### config.mk
export PLATFORM = sky130hd
export DESIGN_NAME = io_rx_fifo_port_flat
export DESIGN_NICKNAME = d
export VERILOG_FILES = /design/src/rtl/io_rx_fifo_port_pkg.sv /design/src/rtl/io_rx_fifo_port_if.sv /design/src/rtl/io_sync_fifo.sv /design/src/rtl/io_rx_fifo_port.sv /design/src/flat_wrapper.sv
export SDC_FILE = /design/constraint.sdc
export NUM_CORES = 1
export LEC_CHECK = 0
export ABC_AREA = 1
export CAP_MARGIN = 20
export CORE_MARGIN = 8
export CORE_UTILIZATION = 40
export DETAILED_ROUTE_END_ITERATION = 10
export SKIP_CTS_REPAIR_TIMING = 1
export SLEW_MARGIN = 20
export SYNTH_ARGS = -nofsm -noshare
export SYNTH_HDL_FRONTEND = slang
export SYNTH_HIERARCHICAL = 1
export SYNTH_SLANG_ARGS = --single-unit
### constraint.sdc
create_clock -name clk -period 4.1 [get_ports clk]
set_input_delay 0.82 -clock clk [delete_from_list [all_inputs] [get_ports clk]]
set_output_delay 0.82 -clock clk [all_outputs]
set_load 0.01 [all_outputs]
### src/rtl/io_rx_fifo_port_pkg.sv
// rtl/io_rx_fifo_port_pkg.sv - register offsets, bit positions and decode types for io_rx_fifo_port
package io_rx_fifo_port_pkg;

    // Register offsets relative to BASE_ADDR
    localparam int REG_DATA   = 0;
    localparam int REG_STATUS = 1;
    localparam int REG_CTRL   = 2;

    // STATUS bit positions
    localparam int STAT_EMPTY     = 0;
    localparam int STAT_FULL      = 1;
    localparam int STAT_COUNT_LSB = 3;
    localparam int STAT_COUNT_W   = 5;

    // CTRL bit positions
    localparam int CTRL_IEN     = 0;
    localparam int CTRL_FLUSH   = 1;
    localparam int CTRL_THR_LSB = 4;
    localparam int CTRL_THR_MSB = 7;
    localparam int CTRL_THR_W   = CTRL_THR_MSB - CTRL_THR_LSB + 1;

    typedef enum logic [1:0] {
        SEL_NONE,
        SEL_DATA,
        SEL_STATUS,
        SEL_CTRL
    } reg_sel_e;

    function automatic logic [7:0] pack_status(
        input logic                    empty,
        input logic                    full,
        input logic [STAT_COUNT_W-1:0] count
    );
        logic [7:0] s;
        s                 = 8'h00;
        s[STAT_EMPTY]     = empty;
        s[STAT_FULL]      = full;
        s[7:STAT_COUNT_LSB] = count;
        return s;
    endfunction

    function automatic logic [7:0] pack_ctrl(
        input logic                  ien,
        input logic [CTRL_THR_W-1:0] thr
    );
        logic [7:0] c;
        c                              = 8'h00;
        c[CTRL_IEN]                    = ien;
        c[CTRL_THR_MSB:CTRL_THR_LSB]   = thr;
        return c;
    endfunction

endpackage

### src/rtl/io_rx_fifo_port_if.sv
// rtl/io_rx_fifo_port_if.sv - IO register bus plus inbound byte stream for io_rx_fifo_port
// Ports (signals):
//   addr/wr_dat/wr/rd : IO register access from the core
//   rd_dat            : read data slice, zero when this block is not read
//   in_data/in_valid  : inbound byte stream
//   in_ready          : FIFO can accept in_data this cycle
interface io_rx_fifo_port_if #(
    parameter int ADDR_WIDTH = 6
);
    logic [ADDR_WIDTH-1:0] addr;
    logic [7:0]            wr_dat;
    logic                  wr;
    logic                  rd;
    logic [7:0]            rd_dat;
    logic [7:0]            in_data;
    logic                  in_valid;
    logic                  in_ready;

    // Core and stream producer side
    modport master (
        output addr, wr_dat, wr, rd, in_data, in_valid,
        input  rd_dat, in_ready
    );

    // Peripheral side
    modport slave (
        input  addr, wr_dat, wr, rd, in_data, in_valid,
        output rd_dat, in_ready
    );
endinterface

### src/rtl/io_sync_fifo.sv
// rtl/io_sync_fifo.sv - single-clock FIFO with synchronous flush and combinational head
// Ports:
//   clk, rst          : clock, synchronous active-high reset
//   flush             : clears pointers and count on the edge, overrides push/pop
//   push, din         : write request and data (ignored when full)
//   pop               : read request (ignored when empty)
//   dout              : head entry, valid whenever !empty
//   count, count_next : current fill level and the level after this edge
//   full, empty       : fill flags
module io_sync_fifo #(
    parameter int WIDTH = 8,
    parameter int DEPTH = 16
) (
    input  logic                       clk,
    input  logic                       rst,
    input  logic                       flush,
    input  logic                       push,
    input  logic                       pop,
    input  logic [WIDTH-1:0]           din,
    output logic [WIDTH-1:0]           dout,
    output logic [$clog2(DEPTH):0]     count,
    output logic [$clog2(DEPTH):0]     count_next,
    output logic                       full,
    output logic                       empty
);
    localparam int AW = $clog2(DEPTH);
    localparam int CW = AW + 1;

    logic [WIDTH-1:0] mem [DEPTH];
    logic [AW-1:0]    wr_ptr;
    logic [AW-1:0]    rd_ptr;
    logic             push_ok;
    logic             pop_ok;

    assign full    = (count == CW'(DEPTH));
    assign empty   = (count == '0);
    assign push_ok = push && !full && !flush;
    assign pop_ok  = pop && !empty && !flush;
    assign dout    = mem[rd_ptr];

    always_comb begin
        count_next = count;
        if (flush) begin
            count_next = '0;
        end else if (push_ok && !pop_ok) begin
            count_next = count + CW'(1);
        end else if (pop_ok && !push_ok) begin
            count_next = count - CW'(1);
        end
    end

    // Pointers are exactly AW bits so they wrap at DEPTH with no extra logic
    always_ff @(posedge clk) begin
        if (rst || flush) begin
            wr_ptr <= '0;
            rd_ptr <= '0;
        end else begin
            if (push_ok) wr_ptr <= wr_ptr + AW'(1);
            if (pop_ok)  rd_ptr <= rd_ptr + AW'(1);
        end
    end

    always_ff @(posedge clk) begin
        if (rst) begin
            count <= '0;
        end else begin
            count <= count_next;
        end
    end

    // Storage has no reset; stale entries are never visible because DATA is gated by empty
    always_ff @(posedge clk) begin
        if (push_ok) begin
            mem[wr_ptr] <= din;
        end
    end
endmodule

### src/rtl/io_rx_fifo_port.sv
// rtl/io_rx_fifo_port.sv - IO-space receive FIFO with DATA/STATUS/CTRL registers and threshold irq
// Ports:
//   clk, rst : clock, synchronous active-high reset
//   bus      : IO register access and inbound byte stream (slave side)
//   irq      : registered level interrupt, IEN && count > THR
module io_rx_fifo_port
    import io_rx_fifo_port_pkg::*;
#(
    parameter int                        BUS_ADDR_WIDTH = 6,
    parameter logic [BUS_ADDR_WIDTH-1:0] BASE_ADDR      = 6'h20,
    parameter int                        DEPTH          = 16
) (
    input  logic                clk,
    input  logic                rst,
    io_rx_fifo_port_if.slave    bus,
    output logic                irq
);
    localparam int CW = $clog2(DEPTH) + 1;

    localparam logic [BUS_ADDR_WIDTH-1:0] ADDR_DATA   = BASE_ADDR + BUS_ADDR_WIDTH'(REG_DATA);
    localparam logic [BUS_ADDR_WIDTH-1:0] ADDR_STATUS = BASE_ADDR + BUS_ADDR_WIDTH'(REG_STATUS);
    localparam logic [BUS_ADDR_WIDTH-1:0] ADDR_CTRL   = BASE_ADDR + BUS_ADDR_WIDTH'(REG_CTRL);

    reg_sel_e              sel;
    logic                  ctrl_wr;
    logic                  flush;
    logic                  push;
    logic                  pop;
    logic [7:0]            head;
    logic [CW-1:0]         count;
    logic [CW-1:0]         count_next;
    logic                  full;
    logic                  empty;
    logic                  ien;
    logic [CTRL_THR_W-1:0] thr;
    logic                  ien_next;
    logic [CTRL_THR_W-1:0] thr_next;

    // Full-width address compare so aliases elsewhere in IO space never hit
    always_comb begin
        sel = SEL_NONE;
        if (bus.addr == ADDR_DATA) begin
            sel = SEL_DATA;
        end else if (bus.addr == ADDR_STATUS) begin
            sel = SEL_STATUS;
        end else if (bus.addr == ADDR_CTRL) begin
            sel = SEL_CTRL;
        end
    end

    assign ctrl_wr = bus.wr && (sel == SEL_CTRL);
    assign flush   = ctrl_wr && bus.wr_dat[CTRL_FLUSH];

    // Deasserting ready during a flush write makes flush win over a coincident push
    assign bus.in_ready = !full && !flush;
    assign push         = bus.in_valid && bus.in_ready;
    assign pop          = bus.rd && (sel == SEL_DATA);

    io_sync_fifo #(
        .WIDTH (8),
        .DEPTH (DEPTH)
    ) u_fifo (
        .clk        (clk),
        .rst        (rst),
        .flush      (flush),
        .push       (push),
        .pop        (pop),
        .din        (bus.in_data),
        .dout       (head),
        .count      (count),
        .count_next (count_next),
        .full       (full),
        .empty      (empty)
    );

    always_comb begin
        ien_next = ien;
        thr_next = thr;
        if (ctrl_wr) begin
            ien_next = bus.wr_dat[CTRL_IEN];
            thr_next = bus.wr_dat[CTRL_THR_MSB:CTRL_THR_LSB];
        end
    end

    always_ff @(posedge clk) begin
        if (rst) begin
            ien <= 1'b0;
            thr <= '0;
        end else begin
            ien <= ien_next;
            thr <= thr_next;
        end
    end

    // Uses post-edge count and CTRL so irq tracks the state established on the same edge;
    // THR >= DEPTH can never be exceeded since count tops out at DEPTH
    always_ff @(posedge clk) begin
        if (rst) begin
            irq <= 1'b0;
        end else begin
            irq <= ien_next &&
                   (STAT_COUNT_W'(count_next) > STAT_COUNT_W'(thr_next));
        end
    end

    // rd_dat feeds an OR-combiner, so it must be zero unless this block is being read
    always_comb begin
        bus.rd_dat = 8'h00;
        if (bus.rd) begin
            case (sel)
                SEL_DATA:   bus.rd_dat = empty ? 8'h00 : head;
                SEL_STATUS: bus.rd_dat = pack_status(empty, full, STAT_COUNT_W'(count));
                SEL_CTRL:   bus.rd_dat = pack_ctrl(ien, thr);
                default:    bus.rd_dat = 8'h00;
            endcase
        end
    end
endmodule

### src/flat_wrapper.sv
// flat-port wrapper written by rule: the top's interface ports become plain ports
module io_rx_fifo_port_flat import io_rx_fifo_port_pkg::*;
#(
    parameter int                        BUS_ADDR_WIDTH = 6,
    parameter logic [BUS_ADDR_WIDTH-1:0] BASE_ADDR      = 6'h20,
    parameter int                        DEPTH          = 16
)
  (clk, rst, irq, bus_addr, bus_wr_dat, bus_wr, bus_rd, bus_in_data, bus_in_valid, bus_rd_dat, bus_in_ready);
  io_rx_fifo_port_if #(.ADDR_WIDTH(6)) bus_i ();
  input  logic clk;
  input  logic rst;
  output logic irq;
  input wire logic [$bits(bus_i.addr)-1:0] bus_addr;
  input wire logic [$bits(bus_i.wr_dat)-1:0] bus_wr_dat;
  input wire logic [$bits(bus_i.wr)-1:0] bus_wr;
  input wire logic [$bits(bus_i.rd)-1:0] bus_rd;
  input wire logic [$bits(bus_i.in_data)-1:0] bus_in_data;
  input wire logic [$bits(bus_i.in_valid)-1:0] bus_in_valid;
  output wire logic [$bits(bus_i.rd_dat)-1:0] bus_rd_dat;
  output wire logic [$bits(bus_i.in_ready)-1:0] bus_in_ready;
  assign bus_i.addr = bus_addr;
  assign bus_i.wr_dat = bus_wr_dat;
  assign bus_i.wr = bus_wr;
  assign bus_i.rd = bus_rd;
  assign bus_i.in_data = bus_in_data;
  assign bus_i.in_valid = bus_in_valid;
  assign bus_rd_dat = bus_i.rd_dat;
  assign bus_in_ready = bus_i.in_ready;
  io_rx_fifo_port #(.BUS_ADDR_WIDTH(BUS_ADDR_WIDTH), .BASE_ADDR(BASE_ADDR), .DEPTH(DEPTH)) u_core (.clk(clk), .rst(rst), .bus(bus_i), .irq(irq));
endmodule
== After elaboration in Yosys (flattened, before gate mapping) ==
Memories as Yosys holds them, arrays and structs flattened. A register that Yosys moved wholly into a read port is not among the register bits.
Cells that the tools add are included.
Storage, ports and cells
  logic and storage cells: 53
  bits in registers: 19
  RAM bits: 128
  memories: 1
  output and inout bits: 10
  input port bits: 27
Cells by class
  mux-type cells: 15
  reductions and logical operators: 19
  eq/ne operators: 7
  add/subtract/negate cells: 4
  $lt $le $gt $ge: 1
Memories
  u_core.u_fifo.mem: words 16, width 8, rd ports 1, clocked after memory_dff 1, wr ports 1, RTL line io_sync_fifo.sv:29  | logic [WIDTH-1:0] mem [DEPTH];
Operators by type and width (count)
  8-bit case mux with 3 select lines: 1
  6-bit == test, second input constant: 3
  8-bit 2-to-1 mux: 2
  5-bit 2-to-1 mux: 3
  1-bit logical AND: 12
  4-bit 2-to-1 mux: 3
  4-bit by 1-bit adder with 4-bit output, second input constant: 2
  2-bit 2-to-1 mux: 3
  5-bit by 1-bit adder with 5-bit output, second input constant: 1
  5-bit == test, second input constant: 1
  5-bit by 4-bit greater-than comparator with 1-bit output: 1
  1-bit logical NOT: 5
  5-bit logical NOT: 1
  5-bit by 1-bit subtractor with 5-bit output, second input constant: 1
  2-bit == test, second input constant: 2
  1-bit 2-to-1 mux: 3
  2-bit by 1-bit == test with 1-bit output, second input constant: 1
  1-bit logical OR: 1

== Logic depth before layout (Yosys ltp) ==
  word-level depth: 19
  gate-level depth with buffers: 24
  depth with buffers taken out: 24

== By module ==
Netlist, hierarchy kept.
Modules (own cells, without submodules)
  io_sync_fifo: cells each 524, times used 1, sequential area each 4184.0 um^2, area an instance 6029.5 um^2
  io_rx_fifo_port: cells each 116, times used 1, sequential area each 120.1 um^2, area an instance 698.2 um^2

== Worst setup path before layout ==
No wires, ideal clock.
  path kind: input-to-reg
  start point: input bus_addr[4]
  end point: register u_core.irq
  path slack: 1180 ps
  path buffers: 2
  data required time: 3990 ps
  data arrival time: 2809 ps
  library setup time: 110 ps
  cell stages on the path: 23
  path through: inv_1 nand2_1 nor2_4 nand3_2 buf_6 nor2_1 buf_2 nor2_2 nand2_4 inv_2 nor2_2 nand2_1 nand2_1 inv_1 nand2_1 inv_1 ha_1 nand2_1 inv_1 a21oi_1 o21ai_0 nand2_1 nor2_2
On the way
  longest elaborated chain between the ends: 19
  elaborated cells between the ends (all ways): 29
  classes of those cells: order compare (1); eq/ne (5); mux (8); reduce/logical (15)
Ends and longest elaborated chain
  start, declared: RTL line flat_wrapper.sv:13  | input wire logic [$bits(bus_i.addr)-1:0] bus_addr;
  6-bit == test: RTL line io_rx_fifo_port.sv:46  | end else if (bus.addr == ADDR_CTRL) begin
  2-bit 2-to-1 mux: RTL line io_rx_fifo_port.sv:46
  2-bit 2-to-1 mux: RTL line io_rx_fifo_port.sv:44  | end else if (bus.addr == ADDR_STATUS) begin
  2-bit 2-to-1 mux (*): RTL line io_rx_fifo_port.sv:42  | if (bus.addr == ADDR_DATA) begin
  2-bit == test (*): RTL line io_rx_fifo_port.sv:51  | assign ctrl_wr = bus.wr && (sel == SEL_CTRL);
  1-bit logical AND (*): RTL line io_rx_fifo_port.sv:51
  1-bit logical AND (*): RTL line io_rx_fifo_port.sv:52  | assign flush = ctrl_wr && bus.wr_dat[CTRL_FLUSH];
  net u_core.flush: RTL line io_rx_fifo_port.sv:26  | logic flush;
  (+5 left out)
  1-bit logical NOT: RTL line io_sync_fifo.sv:47  | end else if (pop_ok && !push_ok) begin
  1-bit logical AND: RTL line io_sync_fifo.sv:47
  5-bit 2-to-1 mux: RTL line io_sync_fifo.sv:47
  5-bit 2-to-1 mux: RTL line io_sync_fifo.sv:45  | end else if (push_ok && !pop_ok) begin
  5-bit 2-to-1 mux (*): RTL line io_sync_fifo.sv:43  | if (flush) begin
  net u_core.count_next[3]: RTL line io_rx_fifo_port.sv:31  | logic [CW-1:0] count_next;
  5-bit by 4-bit greater-than comparator with 1-bit output (*): RTL line io_rx_fifo_port.sv:102  | (STAT_COUNT_W'(count_next) > STAT_COUNT_W'(thr_next));
  1-bit logical AND (*): RTL line io_rx_fifo_port.sv:101  | irq <= ien_next &&
  end signal, assigned: RTL line io_rx_fifo_port.sv:101
  end, declared: RTL line io_rx_fifo_port.sv:16  | output logic irq
Mark *: on every way through the listed nets, which the timed path passes. The rest lies on a longest branch.
A chain may end at the register's enable or synchronous reset.

==> impl_metrics.csv <==
group,metric,value,unit
global_routing,first_global_vias,4618,
layout,diodes,0,
critical_path,max_stage_delay,0.55,ns
synthesis,syn-num-nets,678,
synthesis,synth_common_cells,"nor2_1 (136), edfxtp_1 (128), o21ai_0 (70)",
critical_path,worst_path_most_repeated_cell,"nand2_1",
drt,drt_iter0_markers,462,
placed_design,dpl.cell_count,888,
power,p_leak,0.002862,µW
sta,timing.final.crit_share,92.23,%
power,powerDensity,438.8,nW/µm²
floorplanning,fp.dieW,145.7,µm
cts,cts_buffers,17,
drt,wire_per_inst,17.43,µm
power,fin_total_pwr,3491,µW
critical_path,rr_worst_depth,23,
critical_path,slowest_stage,"dfxtp_4",
critical_path,path_depth,11,
synthesis,synth_area_leaders,"edfxtp_1 (57%), nor2_1 (7.6%), dfxtp_1 (6.8%), o21ai_0 (5.2%), o211ai_1 (3.6%)",
hold_path,hold_path.class,"reg -> reg",
sta,slew_headroom,46.14,%
placed_design,place_ws,0.4190,ns
synthesis,yosysTopAreaCell,"edfxtp_1",
synthesis,syn_area,6728,µm²
layout,finalNonFillerCells,920,
synthesis,synth_seq_cells,151,
synthesis,ys_types,32,
placed_design,dp_hpwl,10.49,mm
sta,layout_min_cycle_time,3.782,ns
synthesis,synth_warnings,6,
placed_design,gp_congestion,0.8158,
floorplanning,num_rows,47,
floorplanning,die-area,21230,µm²
outcome,outcome,"complete, no violations",
cts,cts_root_buf,"clkbuf_16",
layout,syn2layout_area_growth,18.28,%
drt,drt-vias-per-instance,5.196,
critical_path,crit_fanout,29,
sta,setup_viol,0,
synthesis,synth_area_per_cell,10.51,µm²
critical_path,crit_arrival,2.96,ns
synthesis,seq_area_frac_synth,63.98,%
hold_path,whs_path_depth,2,
drt,ant_nets,0,
drt,vias,4780,
floorplanning,die_h,145.7,µm
drt,drt-pass1-iter-count,5,
layout,final_area,7958,µm²
critical_path,r2r_slack,1.17,ns
hold_path,hp-start,"u_core/u_fifo/rd_ptr[2]$_SDFFE_PP0N_",
drt,wirelength,16.03,mm
sta,slew_viol_final,0,
cts,cts_tree,"yes",
layout,final_nets,725,
cts,clk_latency,0.42,ns
global_routing,grt_pass1_wl,24.97,mm
synthesis,synth_edf_count,128,
global_routing,grt_usage,15.12,%
sta,skew,0.006403,ns
critical_path,critPathLaunchType,"register",
synthesis,syn_inst,640,
layout,drive_gt1_share,11.86,%
job,cap_violations,0,
global_routing,grt_antenna_before_repair,0,
placed_design,io_buffers,34,
sta,hold_viol,0,
power,vdd_drop_max,0.2926,mV
placed_design,placed_area,7393,µm²
synthesis,async_flop_share,0,%
cts,htreeDepth,4,
sta,rsz0062_at_grt,"false",
cts,cts_buffer_depth,2,
floorplanning,ios,37,
critical_path,path_buf_inv,3,
synthesis,yosysMostFrequentCell,"nor2_1",
floorplanning,initial_utilization,40.71,%
critical_path,path_cells,"buf_4 > o21ai_0 > o211ai_1 > nand3_1 > nand2_1 > nand2_1 > nand3b_1 > nand3_1 > nand2_1 > inv_1 > clkdlybuf4s50_1",
drt,drcViolationCount,0,
global_routing,grt_max_degree,63,
floorplanning,core,16520,µm²
synthesis,synth_top_area_share,57.13,%
critical_path,critPathKind,"reg -> out",
global_routing,grt_overflow,0,
critical_path,critPathRequiredTime,3.28,ns
synthesis,synth_ff_type,"edfxtp_1",
critical_path,reg2reg_to,"u_core/irq$_SDFF_PP0_",
cts,clkTransAtPathRegs,0.07,ns
sta,fmax,264.4,MHz
critical_path,rr_startpoint,"u_core/u_fifo/count[0]$_SDFF_PP0_",
sta,tns,0,ns
sta,setup_ws,0.3185,ns
sta,worstMarginPinSlew,0.8049,ns
critical_path,crit_family,"buffers and inverters",
cts,cts_sinks,151,
critical_path,end_kind,"primary output",
-- registers in the layout, summed over array words and instances (netlist names), named ones only --
signal                flops
u_core/irq                1
u_core/u_fifo/mem       128
u_core/ien                1
u_core/u_fifo/rd_ptr      4
u_core/thr                4
u_core/u_fifo/count       5
u_core/u_fifo/wr_ptr      4
-- per-stage QoR --
| step | utilization, % | hold slack (ns) |
|---|---|---|
| finish | 48.16 | 0.4934 |
| global route | 48.16 | 0.5176 |
| CTS | 48.14 | 0.5010 |
| detailed placement | 44.74 | 0.4909 |
| global placement | 44.74 | 0.4793 |
| floorplan | - | 0.4468 |
-- worst max path at each step --
stage,end,slack (ns),start
4_1_cts,bus_rd_dat[0],0.15,register
5_1_grt,bus_rd_dat[0],0.15,register
3_5_place_dp,u_core/irq$_SDFF_PP0_,0.42,bus_addr[1]
3_3_place_gp,u_core/irq$_SDFF_PP0_,0.45,bus_addr[1]
2_1_floorplan,u_core/irq$_SDFF_PP0_,1.18,bus_addr[4]
6_report,bus_rd_dat[0],0.32,register
-- layout make-up --
type | instances | area, µm²
Clock buffer | 17 | 425.4
Clock inverter | 15 | 136.4
Fill cell | 1463 | 8567
Inverter | 58 | 222.7
Multi-Input combinational cell | 404 | 2066
Sequential cell | 151 | 4309
Tap cell | 220 | 275.3
Timing Repair Buffer | 55 | 523.0
-- routing by layer --
layer	part of all wire, %	GRT usage [%]	routed length (µm)
met4	2.3	6.455	362
met5	0	0	0
met1	46	19.93	7402
met2	47	23.51	7485
met3	4.9	3.389	783
-- worst reg2reg max path, delay by kind of cell, from the launching register on --
family | cells | cell delay, ns
AND/OR/NAND/NOR | 12 | 1.13
buffers and inverters | 7 | 0.55
flip-flops | 1 | 0.43
AO/OA/AOI/OAI | 2 | 0.21
adder cells (fa/ha/maj) | 2 | 0.55
-- cells in the final DEF (no fill, tap or decap), types with 4 or more instances in the layout --
master           synthesis  routed
o21ai_2                  5       5
buf_4                    4      19
edfxtp_1               128     128
nand3b_1                 5       5
o21ai_1                  9       9
nand2_1                 60      60
a21oi_1                  8       8
nand3_1                 36      36
clkbuf_16                0      17
dfxtp_1                 23      21
nand4_1                  4       4
inv_6                    0       6
inv_1                   53      53
nor2_2                   6       6
nor2_1                 136     136
nor2_4                   4       4
o211ai_1                32      32
nand3_2                  4       4
clkdlybuf4s50_1          0      34
ha_1                    11      11
o21ai_0                 70      70
-- power breakdown --
| group | internal [µW] | switching [µW] |
|---|---|---|
| Clock | 799 | 674 |
| Combinational | 97.6 | 195 |
| Sequential | 1700 | 22.8 |
| Total | 2600 | 892 |
-- kinds of logic (layout without fill, tap and decap cells) --
logic type      count (synthesis)  in the layout  share of synthesized area (%)
buf+inv                        85            145                          5.319
xor+xnor                        3              3                         0.3906
flops                         151            151                          63.98
compound gates                126            126                          10.92
fa+ha+maj                      11             11                          2.046
simple gates                  264            264                          17.35
(Power assumes the default switching activity.)
